==> src/rtl/serial_subtractor_3bit_pkg.sv <==
// Shared types and constants for the bit-serial subtractor: FSM states, LED field positions
// and the one-bit full-subtractor cell used by the datapath.
package sub_pkg;

  typedef enum logic [1:0] {
    IDLE,
    SHIFT,
    DONE
  } sub_state_t;

  localparam int BUSY_BIT   = 7;
  localparam int RESULT_LSB = 0;

  // Returns {borrow_out, difference} for a - b - borrow_in.
  function automatic logic [1:0] full_sub(input logic a, input logic b, input logic bin);
    return {(~a & b) | (~a & bin) | (b & bin), a ^ b ^ bin};
  endfunction

endpackage

==> src/rtl/serial_subtractor_3bit_if.sv <==
// Board pin bundle: operand/display switches, start button and LED bank.
// The master side drives switches and button; the slave side drives the LEDs.
interface serial_subtractor_3bit_if;
  logic [7:0] sw;
  logic       btn_start;
  logic [7:0] led;

  modport master (output sw, output btn_start, input led);
  modport slave  (input sw, input btn_start, output led);
endinterface

==> src/rtl/serial_subtractor_3bit_button_debouncer.sv <==
// Push-button conditioner: 2-flop synchronizer, stability counter and rising-edge pulse.
// The level follows the raw input 2 + DEBOUNCE_CYCLES cycles after a clean edge; shorter glitches are dropped.
module button_debouncer #(
  parameter int DEBOUNCE_CYCLES = 500000
) (
  input  logic clk,
  input  logic rst_n,
  input  logic btn_raw,
  output logic btn_level,
  output logic btn_rise
);

  localparam int CNT_W = $clog2(DEBOUNCE_CYCLES + 1);

  logic [1:0]       sync_q;
  logic [CNT_W-1:0] cnt;

  always_ff @(posedge clk or negedge rst_n) begin
    if (!rst_n) begin
      sync_q    <= '0;
      cnt       <= '0;
      btn_level <= 1'b0;
      btn_rise  <= 1'b0;
    end else begin
      sync_q   <= {sync_q[0], btn_raw};
      btn_rise <= 1'b0;
      // Any sample matching the accepted level restarts the stability window.
      if (sync_q[1] == btn_level) begin
        cnt <= '0;
      end else if (cnt == CNT_W'(DEBOUNCE_CYCLES - 1)) begin
        cnt       <= '0;
        btn_level <= sync_q[1];
        btn_rise  <= sync_q[1];
      end else begin
        cnt <= cnt + 1'b1;
      end
    end
  end

endmodule

==> src/rtl/serial_subtractor_3bit.sv <==
// Bit-serial A - B (LSB first) started by a debounced button; result shown on LEDs.
// Start to result: WIDTH shift cycles plus one DONE cycle; starts arriving while busy are dropped.
module serial_subtractor_3bit
  import sub_pkg::*;
#(
  parameter int WIDTH           = 3,
  parameter int DEBOUNCE_CYCLES = 500000
) (
  input  logic                     clk,
  input  logic                     rst_n,
  serial_subtractor_3bit_if.slave  bus
);

  localparam int CNT_W = $clog2(WIDTH + 1);

  sub_state_t       state;
  logic [WIDTH-1:0] a_sr;
  logic [WIDTH-1:0] b_sr;
  logic [WIDTH-1:0] diff_sr;
  logic             borrow;
  logic [CNT_W-1:0] cnt;
  logic [WIDTH:0]   result;
  logic             start;
  logic             busy;
  logic [1:0]       fs;
  logic             btn_level_unused;
  logic             unused_sw6;

  assign unused_sw6 = bus.sw[6];

  button_debouncer #(
    .DEBOUNCE_CYCLES(DEBOUNCE_CYCLES)
  ) u_debouncer (
    .clk      (clk),
    .rst_n    (rst_n),
    .btn_raw  (bus.btn_start),
    .btn_level(btn_level_unused),
    .btn_rise (start)
  );

  assign fs = full_sub(a_sr[0], b_sr[0], borrow);

  always_ff @(posedge clk or negedge rst_n) begin
    if (!rst_n) begin
      state   <= IDLE;
      a_sr    <= '0;
      b_sr    <= '0;
      diff_sr <= '0;
      borrow  <= 1'b0;
      cnt     <= '0;
      result  <= '0;
    end else begin
      case (state)
        IDLE: begin
          if (start) begin
            a_sr   <= bus.sw[WIDTH-1:0];
            b_sr   <= bus.sw[2*WIDTH-1:WIDTH];
            borrow <= 1'b0;
            cnt    <= '0;
            state  <= SHIFT;
          end
        end
        SHIFT: begin
          diff_sr <= {fs[0], diff_sr[WIDTH-1:1]};
          borrow  <= fs[1];
          a_sr    <= a_sr >> 1;
          b_sr    <= b_sr >> 1;
          cnt     <= cnt + 1'b1;
          if (cnt == CNT_W'(WIDTH - 1)) begin
            state <= DONE;
          end
        end
        DONE: begin
          // Final borrow is the sign bit of the two's-complement difference.
          result <= {borrow, diff_sr};
          state  <= IDLE;
        end
        default: state <= IDLE;
      endcase
    end
  end

  assign busy = (state != IDLE);

  always_comb begin
    bus.led           = '0;
    bus.led[BUSY_BIT] = busy;
    if (bus.sw[7]) begin
      bus.led[2*WIDTH-1:0] = bus.sw[2*WIDTH-1:0];
    end else begin
      bus.led[RESULT_LSB +: WIDTH+1] = result;
    end
  end

endmodule

==> src/flat_wrapper.sv <==
// flat-port wrapper written by rule: the top's interface ports become plain ports
module serial_subtractor_3bit_flat import sub_pkg::*;
#(
  parameter int WIDTH           = 3,
  parameter int DEBOUNCE_CYCLES = 500000
)
  (clk, rst_n, bus_sw, bus_btn_start, bus_led);
  serial_subtractor_3bit_if bus_i ();
  input  logic clk;
  input  logic rst_n;
  input wire logic [$bits(bus_i.sw)-1:0] bus_sw;
  input wire logic [$bits(bus_i.btn_start)-1:0] bus_btn_start;
  output wire logic [$bits(bus_i.led)-1:0] bus_led;
  assign bus_i.sw = bus_sw;
  assign bus_i.btn_start = bus_btn_start;
  assign bus_led = bus_i.led;
  serial_subtractor_3bit #(.WIDTH(WIDTH), .DEBOUNCE_CYCLES(DEBOUNCE_CYCLES)) u_core (.clk(clk), .rst_n(rst_n), .bus(bus_i));
endmodule
==> config.mk <==
export PLATFORM = sky130hd
export DESIGN_NAME = serial_subtractor_3bit_flat
export DESIGN_NICKNAME = d
export VERILOG_FILES = /design/src/rtl/serial_subtractor_3bit_pkg.sv /design/src/rtl/serial_subtractor_3bit_if.sv /design/src/rtl/serial_subtractor_3bit_button_debouncer.sv /design/src/rtl/serial_subtractor_3bit.sv /design/src/flat_wrapper.sv
export SDC_FILE = /design/constraint.sdc
export NUM_CORES = 1
export LEC_CHECK = 0
export ABC_AREA = 1
export BUFFER_PORTS_ARGS = -buffer_cell sky130_fd_sc_hd__buf_2
export CAP_MARGIN = 40
export CORE_ASPECT_RATIO = 1.25
export CORE_MARGIN = 8
export CORE_UTILIZATION = 58
export DETAILED_ROUTE_END_ITERATION = 12
export MAX_ROUTING_LAYER = met4
export PLACE_DENSITY = 0.78
export SYNTH_ARGS = -nofsm -noshare
export SYNTH_HDL_FRONTEND = slang
export SYNTH_SLANG_ARGS = --single-unit
==> constraint.sdc <==
create_clock -name clk -period 1.8 [get_ports clk]
set_clock_uncertainty 0.2 [all_clocks]
set_input_delay 0.18 -clock clk [delete_from_list [all_inputs] [get_ports clk]]
set_output_delay 0.18 -clock clk [all_outputs]
set_load 0.1 [all_outputs]
---- After elaboration in Yosys (flattened, before gate mapping) ----
Cells that the tools add are included.
Widths: inputs -> output; s select.
storage, ports and cells
  register bits after elaboration ......... 41
  latch bits .............................. 0
  memory bits (writable) .................. 0
  memory bits (read-only) ................. 0
  bits of input ports ..................... 11
  output and inout port bits .............. 8
  word-level logic and storage cells ...... 52
  memories kept ........................... 0
cells by class
  add/subtract/negate cells ............... 2
  multiply operators ...................... 0
  div/mod/pow operators ................... 0
  order comparisons ....................... 0
  equal/unequal tests ..................... 7
  shift-type cells ........................ 0
  muxes and demuxes ....................... 17
  bitwise logic cells ..................... 9
  reduce and logical (&&, ||, !) cells .... 6
operator list
  operator               count
  $mux 19                2
  $add 19x1->19 const B  1
  $eq 19x19->1 const B   1
  $pmux 3 s2             2
  $mux 2                 4
  $pmux 2 s2             2
  $mux 3                 2
  $reduce_and 2->1       3
  $eq 2x2->1 const B     2
  $mux 4                 1
  $reduce_bool 2->1      2
  $and 1x1->1            3
  $mux 1                 3
  $add 2x1->2 const B    1
  $eq 2x1->1 const B     1
  $logic_not 2->1        1
  $ne 2x1->1 const B     1
  $ne 2x2->1 const B     1
  $not 1->1              2
  $or 1x1->1             2
  $pmux 1 s2             1
  $xor 1x1->1            2
  $eq 1x1->1             1

---- Longest topological paths before layout ----
Gate-level depths: netlist of the first run.
  depth after elaboration ................. 5
  depth in mapped cells ................... 9
  gate-level depth less buffers ........... 9

---- Modules after synthesis ----
From an unflattened synthesis of the first run, not the netlist that was laid out.
unflattened totals
  cell total of the unflattened synthesis .. 260
  area total of the unflattened synthesis .. 2114.5 sq um
modules (own cells, without submodules)
  module                  instances  cells an instance  area an instance (sq um)  sequential area each (sq um)
  button_debouncer        1          149                1223.7                    575.6
  serial_subtractor_3bit  1          111                890.9                     450.4

---- Least setup slack after synthesis of the first run ----
No wires, ideal clock.
  path kind ............................... input -> output
  start ................................... input port bus_sw[7]
  end ..................................... output port bus_led[3]
  data arrival time ....................... 1.952 ns
  required time ........................... 1.420 ns
  setup slack ............................. -0.532 ns
  cell stages on the path ................. 3
  path buffers ............................ 1
  cell sequence ........................... clkbuf_1 nor2_1 a21oi_1
on the way
  longest elaborated chain between the ends .. 1
ends and longest elaborated chain
  what             RTL line                      source
  start, declared  flat_wrapper.sv:11            input wire logic [$bits(bus_i.sw)-1:0] bus_sw;
  $mux 4           serial_subtractor_3bit.sv:88  if (bus.sw[7]) begin
  end, declared    flat_wrapper.sv:13            output wire logic [$bits(bus_i.led)-1:0] bus_led;
Every way passes these cells.

---- Final worst setup path of the first run ----
  start ................................... input port bus_sw[2]
  end ..................................... output port bus_led[2]
The elaborated chain is that of the path after synthesis.

==> impl_metrics.toml, run 1 <==
[global_route]
grt_pass1_vias = 1802
antenna_found_initial = 0
grt_pass1_wl_mm = 7.49
use_met1_pct = 14.2
grt_max_degree = 25
use_met2_pct = 30.2
busiest_layer = "met2"
grt.total_usage_pct = 16.1
grt_overflow_total = 0
grt_use_met3_pct = 4.76

[floorplanning]
initial_utilization_pct = 60.1
die_x_um = 69.5
pin_count = 19
floorplan.core_area_um2 = 3450
fp.dieH_um = 82.9
dieArea_um2 = 5760
rows = 24

[yosys]
synthTopCellsByCount = "nand2_1, nor2_1, dfrtp_1, inv_1, o21ai_0"
synth.area.top_cells = "dfrtp_1, nand2_1, nor2_1"
yosysMostFrequentCell = "nand2_1"
ys_types = 30
synth_seq_cells = 41
synth_top_area_share_pct = 49.4
syn_area_um2 = 2080
syn_nets = 269
yosysWarnings = 0
synthCells = 255
synth_ff_type = "dfrtp_1"
seq_area_frac_synth_pct = 49.4
async_flop_share_pct = 100
syn_area_per_cell_um2 = 8.14
synth_area_leader_cell = "dfrtp_1"
synth_edf_count = 0

[critical_path]
cp-end-kind = "output port"
path_max_fanout = 2
crit_buf_inv = 3
crit_family = "buffers and inverters"
crit_slowest_cell = "dlygate4sd3_1"
cp-start-kind = "input pin"
crit_chain = "dlygate4sd3_1 > buf_2 > mux2_2 > buf_4"
cp_data_arrival_time_ns = 1.36
cp.required_ns = 1.42
crit_type = "input pin to output port"
critPathMaxStageDelay_ns = 0.54

[route]
drtIter0Drc = 78
via_count = 1687
drtPass1Iterations = 4
route.detailed.drc = 0
postRouteAntennaNets = 0
wl_mm = 4.11
vias_per_cell = 5.26
wl_per_cell_um = 12.8

[pwr]
ir_drop_uv = 611
leakage_nw = 1.11
power_per_cell_area_nw_per_um2 = 769

[final_layout]
final.fill_count = 298
fin_nets = 295
drive_above_1_share_pct = 16.3
ff_latch_area_um2 = 1030
area_delta_synth_final_pct = 15.1
diodes = 0
stdcell_count = 321
multi_input_area_um2 = 910

[outcome]
status = "complete, no violations"

[placed_design]
routabilityCongestion = 0.882
dpl.hpwl_mm = 3.16
port_buffers = 16
dp_cells = 309

[timing]
report.final.slew_viol_count = 0
hold_viol_final = 0
max_clock_freq_mhz = 575
holdWs_ns = 0.0155
finalCritPeriodShare_pct = 96.6
setup_viol = 0
timing.final.crit_period_ns = 1.74
rsz0062_at_grt = "no"

[clocking]
tritoncts = "built"
cts_root_buf = "clkbuf_8"
cts_max_path_buffers = 2
cts_sinks = 41
cts.htree.levels = 2
clk_latency_ns = 0.29
clk_pin_slew_worst_paths_ns = 0.08
cts_made_buffers = 5

[hold_path]
hp-class = "input pin to flip-flop"

[run]
maxCapViolations = 0
worst paths after layout:
check	from	to	slack, ns	cells past startpoint
setup / recovery	bus_sw[2]	bus_led[2]	0.06	4
hold / removal	bus_sw[4]	u_core.b_sr[1]$_DFFE_PN0P_	0.02	3
setup reg to reg	u_core.u_debouncer.cnt[0]$_DFF_PN0_	u_core.u_debouncer.cnt[8]$_DFF_PN0_	0.18	8
hold reg to reg	u_core.u_debouncer.sync_q[0]$_DFF_PN0_	u_core.u_debouncer.sync_q[1]$_DFF_PN0_	0.16	0
max in group asynchronous	rst_n	u_core.u_debouncer.btn_level$_DFFE_PN0P_	0.79	3
min in group asynchronous	rst_n	u_core.state[1]$_DFFE_PN0P_	0.15	2
through the flow:
stage	TNS, ns	util [%]	cell area [um2]	setup slack [ns]	power [W]
2_1_floorplan	-1.05	-	2080	-0.532	0.00105
5_1_grt	0	69.2	2390	0.00363	0.00191
6_report	0	69.2	2390	0.0617	0.00184
3_3_place_gp	0	64.4	2220	0.211	0.00109
4_1_cts	0	69.0	2380	0.0189	0.00186
3_5_place_dp	0	64.4	2220	0.170	0.00110
power by group:
group          switching [W]  total [W]  internal, W
Combinational       0.000112   0.000149    0.0000361
Clock               0.000305   0.000755     0.000451
Sequential        0.00000584   0.000934     0.000928
Total               0.000423    0.00184      0.00141
worst reg2reg max path, delay by kind of cell (launching register included):
kind	cells	cell delay (ns)
fa+ha+maj	1	0.23
buf+inv	1	0.10
flops	1	0.41
simple gates	6	0.62
timing repair:
item                                    CTS  global route
hold endpoints to repair                 44             0
hold buffers                              4             0
setup buffers                             0             0
endpoints found under the setup margin    0             2
gates resized for setup                   0             3
flip-flops by register name, summed over array words and instances, names as in the netlist:
register and flops:
u_core.borrow 1, u_core.result 4, u_core.u_debouncer.btn_rise 1, u_core.u_debouncer.cnt 19, u_core.cnt 2, u_core.b_sr 3
u_core.diff_sr 3, u_core.u_debouncer.btn_level 1, u_core.state 2, u_core.a_sr 3, u_core.u_debouncer.sync_q 2
layout by cell type, fill, tap and decap left out, types with 3 or more instances in the layout:
cell / netlist / layout
mux2_2: 3 / 3
nor3_1: 4 / 4
nand2_2: 3 / 3
inv_1: 27 / 27
dfrtp_1: 41 / 41
nor2_2: 5 / 5
o21ai_0: 18 / 18
clkbuf_8: 0 / 6
nand4_1: 3 / 3
nand2_1: 54 / 54
xor2_1: 7 / 7
a21oi_1: 5 / 5
dlygate4sd3_1: 0 / 4
nor2_1: 49 / 49
nand3_1: 9 / 9
xnor2_1: 3 / 3
buf_4: 2 / 5
buf_2: 1 / 14
final cells by class:
| cell class | count | area share (%) |
|---|---|---|
| clock buffers | 6 | 3.46 |
| clock inverters | 2 | 1.57 |
| inverters | 29 | 4.56 |
| multi-input cells | 179 | 38.1 |
| flip-flops and latches | 41 | 43.0 |
| well taps | 39 | 2.04 |
| repair buffers | 25 | 7.33 |
logic make-up (layout without fill, tap and decap cells):
group                    Yosys count  after routing  synth area share, %
multiplexers                       3              3                 1.63
flip-flops                        41             41                 49.4
AO/OA/AOI/OAI                     28             28                 7.47
adder cells (fa/ha/maj)            3              3                 2.17
XOR/XNOR                          10             10                 4.22
AND/OR/NAND/NOR                  134            134                 28.1
other                              1              1                0.181
buffers and inverters             35             62                 6.75
layer usage:
metal,up-vias,wire (um)
met3,10,212
met1,786,1580
met5,-,0
li1,850,-
met4,0,95
met2,41,2220
(Power assumes the default switching activity.)
==> run 2, diff against run 1 <==
- CORE_UTILIZATION: 58 -> 30
- PLACE_DENSITY: 0.78 -> not set
==> run 2 against run 1 <==
Sequential power about the same. Via count decreased by 3.5%. Count of clock-buffer cells in the layout decreased by 1. Final cell count increased by 16%. Highest routed layer unchanged. Power decreased by 1.0%. Sequential share of layout area decreased by 1.1 points.
==> impl_metrics.toml, run 2 (same netlist as run 1, synthesis figures left out) <==
[clocking]
cts_made_buffers = 5
clk_latency_ns = 0.29
clk_pin_slew_worst_paths_ns = 0.08
cts.htree.levels = 2
cts_root_buf = "clkbuf_8"
cts_max_path_buffers = 2
cts_sinks = 41
tritoncts = "built"

[floorplanning]
rows = 34
dieArea_um2 = 9850
initial_utilization_pct = 30.3
fp.dieH_um = 109
pin_count = 19
die_x_um = 90.4
floorplan.core_area_um2 = 6850

[pwr]
total_power_w = 0.00182
power_per_cell_area_nw_per_um2 = 742
ir_drop_uv = 374
leakage_nw = 1.11

[final_layout]
diodes = 0
drive_above_1_share_pct = 17.0
fin_nets = 295
largest_reg_flops = 19
largest_register = "u_core.u_debouncer.cnt"
area_delta_synth_final_pct = 18.1
reg_top3 = "u_core.u_debouncer.cnt (19), u_core.result (4)"
final_common_cell = "nand2_1"
stdcell_count = 372
final_util_pct = 35.8
final_cell_mix = "nand2_1, nor2_1, dfrtp_1"

[route]
postRouteAntennaNets = 0
via_count = 1628
vias_per_cell = 4.38
wl_per_cell_um = 11.3
drtIter0Drc = 84
drtPass1Iterations = 4
route.detailed.drc = 0
wl_mm = 4.19

[placed_design]
port_buffers = 16
dpl.hpwl_mm = 3.27
routabilityCongestion = 0.889
dp_cells = 360

[timing]
setup_viol = 0
hold_viol_final = 0
final.setup.tns_ns = 0
rsz0062_at_grt = "yes"
report.final.slew_viol_count = 0
max_clock_freq_mhz = 565
timing.final.crit_period_ns = 1.77
holdWs_ns = 0.00601
finalCritPeriodShare_pct = 98.3

[critical_path]
cp-start-kind = "input pin"
crit_type = "input pin to output port"
ff2ff_setup_slack_ns = 0.19
path_max_fanout = 2
rr_worst_depth = 8
crit_path_end = "bus_led[2]"
cp_data_arrival_time_ns = 1.39
rr_endpoint = "u_core.u_debouncer.cnt[8]$_DFF_PN0_"
r2r_start = "u_core.u_debouncer.cnt[0]$_DFF_PN0_"
cp-end-kind = "output port"
startpoint = "bus_sw[2]"
cp.required_ns = 1.42

[global_route]
grt_overflow_total = 0
grt_pass1_vias = 1640
grt.total_usage_pct = 9.64
grt_pass1_wl_mm = 7.46
antenna_found_initial = 0
grt_max_degree = 24

[hold_path]
hp-start = "bus_sw[4]"
hp-class = "input pin to flip-flop"

[outcome]
status = "complete, no violations"

[run]
maxCapViolations = 0
-- run 2: timing repair --
action	4_1_cts	5_1_grt
buffers inserted	0	0
setup endpoints to repair	0	7
hold endpoints to repair	21	0
gates resized for setup	0	3
hold buffers	4	0
-- run 2: how the worst min path moves through the flow --
stage / endpoint / depth (start not counted)
after floorplan: u_core.a_sr[0]$_DFFE_PN0P_ / 0
after global placement: u_core.state[0]$_DFFE_PN0P_ / 1
after detailed placement: u_core.state[1]$_DFFE_PN0P_ / 1
after CTS: u_core.b_sr[1]$_DFFE_PN0P_ / 3
after global routing: u_core.a_sr[1]$_DFFE_PN0P_ / 3
final: u_core.b_sr[1]$_DFFE_PN0P_ / 3
-- run 2: cell type report --
type / instances / area, um2
Clock buffer: 5 / 68.8
Clock inverter: 3 / 46.3
Fill cell: 701 / 4400
Inverter: 29 / 109
Multi-Input combinational cell: 179 / 920
Sequential cell: 41 / 1030
Tap cell: 90 / 113
Timing Repair Buffer: 25 / 170
-- run 2: critical path, stage by stage --
cell,delay (ns)
dlygate4sd3_1,0.53
buf_2,0.13
mux2_2,0.25
buf_2,0.29
-- run 2: per-layer routing --
| metal | up-vias | wire length [um] | GRT usage (%) |
|---|---|---|---|
| li1 | 855 | - | - |
| met1 | 744 | 1840 | 9.71 |
| met2 | 24 | 2110 | 17.5 |
| met3 | 5 | 193 | 3.10 |
| met4 | 0 | 49 | 2.86 |
| met5 | - | 0 | - |
-- run 2: power breakdown --
group	switching [W]	internal, W	leakage [nW]
registers	0.00000600	0.000928	0.545
clock network	0.000320	0.000415	0.0543
logic	0.000114	0.0000360	0.511
total	0.000441	0.00138	1.11
-- run 2: metrics by stage --
stage / setup WS, ns / area [um2]
2_1_floorplan: -0.532 / 2080
3_3_place_gp: 0.190 / 2290
3_5_place_dp: 0.158 / 2290
4_1_cts: 0.0335 / 2440
5_1_grt: -0.00770 / 2450
6_report: 0.0307 / 2450
